File: config.mk
export PLATFORM = sky130hd
export DESIGN_NAME = led_row_serializer_flat
export DESIGN_NICKNAME = d
export VERILOG_FILES = /design/src/rtl/led_row_serializer_if.sv /design/src/rtl/led_row_serializer.sv /design/src/flat_wrapper.sv
export SDC_FILE = /design/constraint.sdc
export NUM_CORES = 1
export LEC_CHECK = 0
export ABC_AREA = 0
export CAP_MARGIN = 10
export CORE_ASPECT_RATIO = 0.8
export CORE_MARGIN = 5
export CORE_UTILIZATION = 40
export CTS_BUF_LIST = sky130_fd_sc_hd__clkbuf_8
export DETAILED_ROUTE_END_ITERATION = 6
export DONT_BUFFER_PORTS = 1
export PLACE_DENSITY_LB_ADDON = 0.1
export SLEW_MARGIN = 40
export SYNTH_ARGS = -nofsm -noshare
export SYNTH_HDL_FRONTEND = slang
export SYNTH_SLANG_ARGS = --single-unit
export TNS_END_PERCENT = 10
File: constraint.sdc
create_clock -name clk_in -period 18.1 [get_ports clk_in]
set_input_delay 2.715 -clock clk_in [delete_from_list [all_inputs] [get_ports clk_in]]
set_output_delay 2.715 -clock clk_in [all_outputs]
set_load 0.02 [all_outputs]
File: src/rtl/led_row_serializer_if.sv
// Row-load handshake between the display driver's row control and led_row_serializer.
// master = upstream row control, slave = serializer.
interface led_row_serializer_if #(
  parameter int NUM_COLS = 64
);
  logic                     enable_in;
  logic                     ready_out;
  logic [3:0]               row_addr_in;
  logic [2:0][NUM_COLS-1:0] col_top_in;
  logic [2:0][NUM_COLS-1:0] col_bot_in;

  modport master (
    output enable_in,
    output row_addr_in,
    output col_top_in,
    output col_bot_in,
    input  ready_out
  );

  modport slave (
    input  enable_in,
    input  row_addr_in,
    input  col_top_in,
    input  col_bot_in,
    output ready_out
  );
endinterface

File: src/rtl/led_row_serializer.sv
// HUB75-style row output stage: shifts one captured row out on bit_clk_out, then latches it.
// Define LED_ROW_SERIALIZER_BLANK_EN to add panel blanking (BLANK/UNBLANK) around the latch.
//
// state      | meaning
// -----------+-----------------------------------------------------------
// ST_IDLE    | ready for a row; rgb outputs hold the last column 0
// ST_SHIFT   | clock out columns NUM_COLS-1 down to 0
// ST_BLANK   | panel dark, new address driven (BLANK_EN builds only)
// ST_LATCH   | latch pulse high
// ST_UNBLANK | panel lit again before returning idle (BLANK_EN builds only)
module led_row_serializer #(
  parameter int NUM_COLS     = 64,
  parameter int WRITE_FREQ   = 1_000_000,
  parameter int SYS_CLK_FREQ = 100_000_000
) (
  input  logic                   clk_in,
  input  logic                   reset_in,
  led_row_serializer_if.slave    bus,
  output logic [2:0]             rgb_top_out,
  output logic [2:0]             rgb_bot_out,
  output logic                   bit_clk_out,
  output logic                   latch_enable_out,
  output logic                   output_enable_out,
  output logic [3:0]             addr_out,
  output logic                   row_done_out
);

  localparam int HALF_RAW = SYS_CLK_FREQ / (2 * WRITE_FREQ);
  localparam int HALF_CYC = (HALF_RAW < 1) ? 1 : HALF_RAW;
  localparam int DIV_W    = (HALF_CYC > 1) ? $clog2(HALF_CYC) : 1;
  localparam int IDX_W    = (NUM_COLS > 1) ? $clog2(NUM_COLS) : 1;

  localparam logic [DIV_W-1:0] DIV_LAST  = DIV_W'(HALF_CYC - 1);
  localparam logic [IDX_W-1:0] IDX_FIRST = IDX_W'(NUM_COLS - 1);

  typedef enum logic [2:0] {
    ST_IDLE    = 3'd0,
    ST_SHIFT   = 3'd1,
    ST_BLANK   = 3'd2,
    ST_LATCH   = 3'd3,
    ST_UNBLANK = 3'd4
  } state_t;

  state_t                   r_state;
  state_t                   w_state_next;

  logic [DIV_W-1:0]         r_div;
  logic                     w_tick;
  logic                     w_accept;
  logic                     w_fall;
  logic                     w_shift_done;
  logic                     w_finish;

  logic [IDX_W-1:0]         r_col_idx;
  logic [IDX_W-1:0]         w_idx_dec;

  logic [2:0][NUM_COLS-1:0] r_top;
  logic [2:0][NUM_COLS-1:0] r_bot;
  logic [3:0]               r_addr_cap;
  logic [3:0]               r_addr;
  logic [2:0]               r_rgb_top;
  logic [2:0]               r_rgb_bot;
  logic                     r_bit_clk;
  logic                     r_row_done;

  logic                     w_ready;
  logic                     w_latch;

  assign w_accept     = (r_state == ST_IDLE) && bus.enable_in;
  assign w_tick       = (r_state != ST_IDLE) && (r_div == DIV_LAST);
  assign w_fall       = (r_state == ST_SHIFT) && w_tick && r_bit_clk;
  assign w_shift_done = w_fall && (r_col_idx == '0);
  assign w_idx_dec    = r_col_idx - 1'b1;

`ifdef LED_ROW_SERIALIZER_BLANK_EN
  assign w_finish = (r_state == ST_UNBLANK) && w_tick;
`else
  assign w_finish = (r_state == ST_LATCH) && w_tick;
`endif

  // ---------------------------------------------------------------- FSM
  always_ff @(posedge clk_in or posedge reset_in) begin
    if (reset_in) begin
      r_state <= ST_IDLE;
    end else begin
      r_state <= w_state_next;
    end
  end

  always_comb begin
    w_state_next = r_state;
    case (r_state)
      ST_IDLE: begin
        if (bus.enable_in) begin
          w_state_next = ST_SHIFT;
        end
      end
      ST_SHIFT: begin
        if (w_shift_done) begin
`ifdef LED_ROW_SERIALIZER_BLANK_EN
          w_state_next = ST_BLANK;
`else
          w_state_next = ST_LATCH;
`endif
        end
      end
`ifdef LED_ROW_SERIALIZER_BLANK_EN
      ST_BLANK: begin
        if (w_tick) begin
          w_state_next = ST_LATCH;
        end
      end
      ST_LATCH: begin
        if (w_tick) begin
          w_state_next = ST_UNBLANK;
        end
      end
      ST_UNBLANK: begin
        if (w_tick) begin
          w_state_next = ST_IDLE;
        end
      end
`else
      ST_LATCH: begin
        if (w_tick) begin
          w_state_next = ST_IDLE;
        end
      end
`endif
      default: begin
        w_state_next = ST_IDLE;
      end
    endcase
  end

`ifdef LED_ROW_SERIALIZER_BLANK_EN
  logic r_lit;
  logic w_oe;

  // The previous row keeps displaying while the next one shifts, once one has been latched.
  always_ff @(posedge clk_in or posedge reset_in) begin
    if (reset_in) begin
      r_lit <= 1'b0;
    end else if ((r_state == ST_LATCH) && w_tick) begin
      r_lit <= 1'b1;
    end
  end

  always_comb begin
    w_ready = 1'b0;
    w_latch = 1'b0;
    w_oe    = 1'b0;
    case (r_state)
      ST_IDLE: begin
        w_ready = 1'b1;
        w_oe    = r_lit;
      end
      ST_SHIFT: begin
        w_oe = r_lit;
      end
      ST_LATCH: begin
        w_latch = 1'b1;
      end
      ST_UNBLANK: begin
        w_oe = 1'b1;
      end
      default: begin
        w_oe = 1'b0;
      end
    endcase
  end

  assign output_enable_out = w_oe;
`else
  always_comb begin
    w_ready = 1'b0;
    w_latch = 1'b0;
    case (r_state)
      ST_IDLE: begin
        w_ready = 1'b1;
      end
      ST_LATCH: begin
        w_latch = 1'b1;
      end
      default: begin
        w_latch = 1'b0;
      end
    endcase
  end

  assign output_enable_out = 1'b1;
`endif

  // ---------------------------------------------------------------- datapath
  always_ff @(posedge clk_in or posedge reset_in) begin
    if (reset_in) begin
      r_div <= '0;
    end else if ((r_state == ST_IDLE) || w_tick) begin
      r_div <= '0;
    end else begin
      r_div <= r_div + 1'b1;
    end
  end

  always_ff @(posedge clk_in or posedge reset_in) begin
    if (reset_in) begin
      r_top      <= '0;
      r_bot      <= '0;
      r_addr_cap <= '0;
    end else if (w_accept) begin
      r_top      <= bus.col_top_in;
      r_bot      <= bus.col_bot_in;
      r_addr_cap <= bus.row_addr_in;
    end
  end

  always_ff @(posedge clk_in or posedge reset_in) begin
    if (reset_in) begin
      r_col_idx <= '0;
    end else if (w_accept) begin
      r_col_idx <= IDX_FIRST;
    end else if (w_fall && !w_shift_done) begin
      r_col_idx <= w_idx_dec;
    end
  end

  // Column 0 stays on the pins after the last falling edge until the next accept.
  always_ff @(posedge clk_in or posedge reset_in) begin
    if (reset_in) begin
      r_rgb_top <= '0;
      r_rgb_bot <= '0;
    end else if (w_accept) begin
      r_rgb_top <= {bus.col_top_in[2][NUM_COLS-1], bus.col_top_in[1][NUM_COLS-1],
                    bus.col_top_in[0][NUM_COLS-1]};
      r_rgb_bot <= {bus.col_bot_in[2][NUM_COLS-1], bus.col_bot_in[1][NUM_COLS-1],
                    bus.col_bot_in[0][NUM_COLS-1]};
    end else if (w_fall && !w_shift_done) begin
      r_rgb_top <= {r_top[2][w_idx_dec], r_top[1][w_idx_dec], r_top[0][w_idx_dec]};
      r_rgb_bot <= {r_bot[2][w_idx_dec], r_bot[1][w_idx_dec], r_bot[0][w_idx_dec]};
    end
  end

  always_ff @(posedge clk_in or posedge reset_in) begin
    if (reset_in) begin
      r_bit_clk <= 1'b0;
    end else if (w_accept) begin
      r_bit_clk <= 1'b0;
    end else if ((r_state == ST_SHIFT) && w_tick) begin
      r_bit_clk <= ~r_bit_clk;
    end
  end

  always_ff @(posedge clk_in or posedge reset_in) begin
    if (reset_in) begin
      r_addr <= '0;
    end else if (w_shift_done) begin
      r_addr <= r_addr_cap;
    end
  end

  always_ff @(posedge clk_in or posedge reset_in) begin
    if (reset_in) begin
      r_row_done <= 1'b0;
    end else begin
      r_row_done <= w_finish;
    end
  end

  assign bus.ready_out    = w_ready;
  assign latch_enable_out = w_latch;
  assign rgb_top_out      = r_rgb_top;
  assign rgb_bot_out      = r_rgb_bot;
  assign bit_clk_out      = r_bit_clk;
  assign addr_out         = r_addr;
  assign row_done_out     = r_row_done;

endmodule

File: src/flat_wrapper.sv
// flat-port wrapper written by rule: the top's interface ports become plain ports
module led_row_serializer_flat 
#(
  parameter int NUM_COLS     = 64,
  parameter int WRITE_FREQ   = 1_000_000,
  parameter int SYS_CLK_FREQ = 100_000_000
)
  (clk_in, reset_in, rgb_top_out, rgb_bot_out, bit_clk_out, latch_enable_out, output_enable_out, addr_out, row_done_out, bus_enable_in, bus_row_addr_in, bus_col_top_in, bus_col_bot_in, bus_ready_out);
  led_row_serializer_if #(.NUM_COLS(NUM_COLS)) bus_i ();
  input  logic clk_in;
  input  logic reset_in;
  output logic [2:0] rgb_top_out;
  output logic [2:0] rgb_bot_out;
  output logic bit_clk_out;
  output logic latch_enable_out;
  output logic output_enable_out;
  output logic [3:0] addr_out;
  output logic row_done_out;
  input wire logic [$bits(bus_i.enable_in)-1:0] bus_enable_in;
  input wire logic [$bits(bus_i.row_addr_in)-1:0] bus_row_addr_in;
  input wire logic [$bits(bus_i.col_top_in)-1:0] bus_col_top_in;
  input wire logic [$bits(bus_i.col_bot_in)-1:0] bus_col_bot_in;
  output wire logic [$bits(bus_i.ready_out)-1:0] bus_ready_out;
  assign bus_i.enable_in = bus_enable_in;
  assign bus_i.row_addr_in = bus_row_addr_in;
  assign bus_i.col_top_in = bus_col_top_in;
  assign bus_i.col_bot_in = bus_col_bot_in;
  assign bus_ready_out = bus_i.ready_out;
  led_row_serializer #(.NUM_COLS(NUM_COLS), .WRITE_FREQ(WRITE_FREQ), .SYS_CLK_FREQ(SYS_CLK_FREQ)) u_core (.clk_in(clk_in), .reset_in(reset_in), .bus(bus_i), .rgb_top_out(rgb_top_out), .rgb_bot_out(rgb_bot_out), .bit_clk_out(bit_clk_out), .latch_enable_out(latch_enable_out), .output_enable_out(output_enable_out), .addr_out(addr_out), .row_done_out(row_done_out));
endmodule
==> results.py <==
metrics = {
    "grt": {
        "antenna_found_initial": 8,
        "grt_pass1_wl_um": 86400,
        "track_usage_pct": 21.8,
        "overflow": 0,
        "grt_pass1_vias": 14400,
        "grt_max_degree": 128,
    },
    "die": {
        "io_pins": 406,
        "start_util_pct": 40.5,
        "die-area_mm2": 0.0521,
        "die-height_um": 205,
        "fp.coreArea_mm2": 0.0471,
        "rows": 71,
        "die_x_um": 254,
    },
    "job": {
        "maxCapViolCount": 0,
    },
    "timing": {
        "fin_crit_ps": 4590,
        "fin_setup_tns_ps": 0,
        "holdWs_ps": 465,
        "hold_viol": 0,
        "slew_headroom_pct": 42.9,
        "drv_slew": 0,
        "fmax_mhz": 218,
        "final.setup_skew_ps": 18.5,
        "worst_pin_slew_ps": 853,
        "setup_ws_ps": 13510,
        "fin_crit_sh_pct": 25.3,
        "rsz0062_at_grt": "false",
        "setup_violations": 0,
    },
    "synth": {
        "synth_edf_count": 0,
        "ys_seq_elements": 414,
        "synthSimpleGateAreaFrac_pct": 25.0,
        "synth_cells": 2032,
        "synth_fa_ha_area_share_pct": 0.263,
        "synth_xor_area_share_pct": 0.460,
        "yosysUniqueCellTypes": 48,
        "synth.mux.area_fraction_pct": 11.9,
        "yosysSeqAreaShare_pct": 54.4,
        "async_reset_ff_share_pct": 100,
        "synth_compound_area_share_pct": 3.90,
        "synthesis.area_mm2": 0.0190,
        "synth_top_family_by_area": "simple AND/OR/NAND/NOR gates",
        "avgSynthCellArea_um2": 9.37,
        "synth.net_count": 2427,
        "ys.flop_type": "dfrtp_1",
        "yosysWarnings": 0,
    },
    "critical_path": {
        "r2r-start": "u_core.r_col_idx[0]",
        "arrival_ps": 5100,
        "rr_worst_depth": 10,
        "r2r_slack_ps": 13510,
        "critical_path_peak_fanout": 37,
        "critPathKind": "flop to flop",
        "required_ps": 18620,
        "critPathLaunchType": "flop",
        "cp-end-kind": "flop",
        "reg2reg_to": "u_core.rgb_bot_out[1]",
    },
    "drt": {
        "drcViolationCount": 1,
        "drt_iter0_markers": 1071,
        "totalWireLength_um": 57000,
        "wl_per_cell_um": 21.3,
        "vias_per_cell": 5.12,
        "ant_nets": 0,
        "dr.pass1.iters": 7,
        "route.vias.total": 13700,
    },
    "place": {
        "dpl.hpwl_um": 38600,
        "gp_congestion": 0.794,
        "post-place-ws_ps": 13110,
        "dp_cells": 2542,
        "port_buffers": 0,
    },
    "power_and_ir_drop": {
        "power.switching_mw": 0.656,
        "switching_share_pct": 28.2,
        "power_frac_comb_pct": 15.9,
        "vdd_drop_max_v": 0.0000601,
        "pwr-share-clk_pct": 36.1,
        "p_per_area_mw_per_mm2": 111,
        "p_leak_nw": 10.6,
        "p_int_mw": 1.67,
        "seqPwrFrac_pct": 47.9,
    },
    "clock_network": {
        "cts_buffers": 72,
        "ctsResizeCount": 0,
        "cts-root-buf": "clkbuf_8",
        "clock_latency_ps": 650,
        "cts.sinks": 414,
        "clk_pin_slew_worst_paths_ps": 60,
        "htreeDepth": 3,
        "cts_buffer_depth": 3,
        "post-cts-setup-buffers": 0,
        "cts_hold_buf": 0,
        "cts_tree": "yes",
    },
    "run_status": {
        "status": "complete, but fails checks",
        "violations": "design-rule violations",
    },
    "cells_and_area": {
        "final_common_cell": "nand2_1",
        "drive_above_1_share_pct": 11.9,
        "fin_cells": 2670,
        "fillers": 4622,
        "final_cell_mix": "nand2_1 (1176), dfrtp_1 (413), mux4_2 (96), clkbuf_8 (86), inv_1 (69)",
        "area_growth_pct": 9.77,
        "nNetsFinal": 2391,
    },
    "min_path": {
        "hold_path.class": "flop to flop",
        "hold-path-endpoint": "u_core.r_bot[16]",
        "min_from": "u_core.r_bot[16]",
        "holdPathStages": 2,
    },
}
==> kinds of logic after synthesis <==
kind of cell    Yosys count
flops                   414
mux                     106
simple gates           1236
compound gates           92
buf+inv                 169
other cells               1
fa+ha+maj                 4
xor+xnor                 10
==> metrics by stage <==
step                total power [mW]  instance area (um^2)  util (%)
finish                          2.33                 20900      44.4
global route                    2.46                 20900      44.4
CTS                             2.37                 20900      44.4
detailed placement              1.51                 19500      41.4
global placement                1.50                 19400      41.3
floorplan                       1.41                 19000         -
==> critical path: stages (launching register included) <==
cell,delay (ps)
dfrtp_4,870
inv_1,210
ha_4,710
buf_4,620
buf_4,510
mux4_2,380
inv_1,70
o22ai_1,120
a221oi_1,550
mux2_2,300
o211ai_1,100
==> synth_stat cells, drive strengths merged, types with 9 or more instances <==
cell    count  area [um^2]
a21boi     25          199
a221oi     12          105
buf        30          236
clkbuf     97          364
dfrtp     414        10400
inv        41          154
mux2       10          113
mux4       96         2160
nand2    1177         4420
nor2       17         63.8
nor2b      14         87.6
o22ai      18          113
or3         9         71.3
==> per-layer routing <==
layer	part of all wire (%)	track usage (%)	wire, um	vias to the layer above
met5	0.15	0	85	-
met4	1.5	4.39	873	12
met3	8.6	8.47	4930	72
met2	47	34.6	26600	379
met1	43	29.0	24500	6739
li1	-	-	-	6458
==> state kept, by name, indices dropped and copies added (netlist names) <==
| signal | flops |
|---|---|
| u_core.addr_out | 4 |
| u_core.bit_clk_out | 1 |
| u_core.r_addr_cap | 4 |
| u_core.r_bot | 192 |
| u_core.r_col_idx | 6 |
| u_core.r_div | 6 |
| u_core.r_state | 2 |
| u_core.r_top | 192 |
| u_core.rgb_bot_out | 3 |
| u_core.rgb_top_out | 3 |
| u_core.row_done_out | 1 |
==> layout make-up <==
type / instances / area [um^2] / area share, %
timing repair buffer: 17 / 219 / 1.05
tap: 620 / 776 / 3.71
antenna: 2 / 5.00 / 0.0239
clock inverter: 40 / 200 / 0.957
inverter: 42 / 171 / 0.820
sequential: 414 / 10400 / 49.6
clock buffer: 86 / 1180 / 5.66
multi-input combinational: 1449 / 7990 / 38.2
==> worst max path at each step <==
stage	endpoint	slack [ps]	start
global placement	u_core.r_bot[95]	12850	reset_in
detailed placement	u_core.r_bot[40]	13110	reset_in
floorplan	u_core.addr_out[0]	3860	reset_in
CTS	u_core.rgb_bot_out[2]	13400	u_core.r_col_idx[0]
global route	u_core.rgb_bot_out[1]	13220	u_core.r_col_idx[0]
finish	u_core.rgb_bot_out[1]	13510	u_core.r_col_idx[0]
==> power groups by stage <==
| stage | clock network, mW | logic, mW | registers, mW |
|---|---|---|---|
| finish | 0.840 | 0.371 | 1.12 |
| global route | 0.909 | 0.419 | 1.13 |
| CTS | 0.871 | 0.382 | 1.12 |
| detailed placement | 0 | 0.380 | 1.13 |
| global placement | 0 | 0.374 | 1.13 |
| floorplan | 0 | 0.314 | 1.10 |
(Power assumes the default switching activity.)
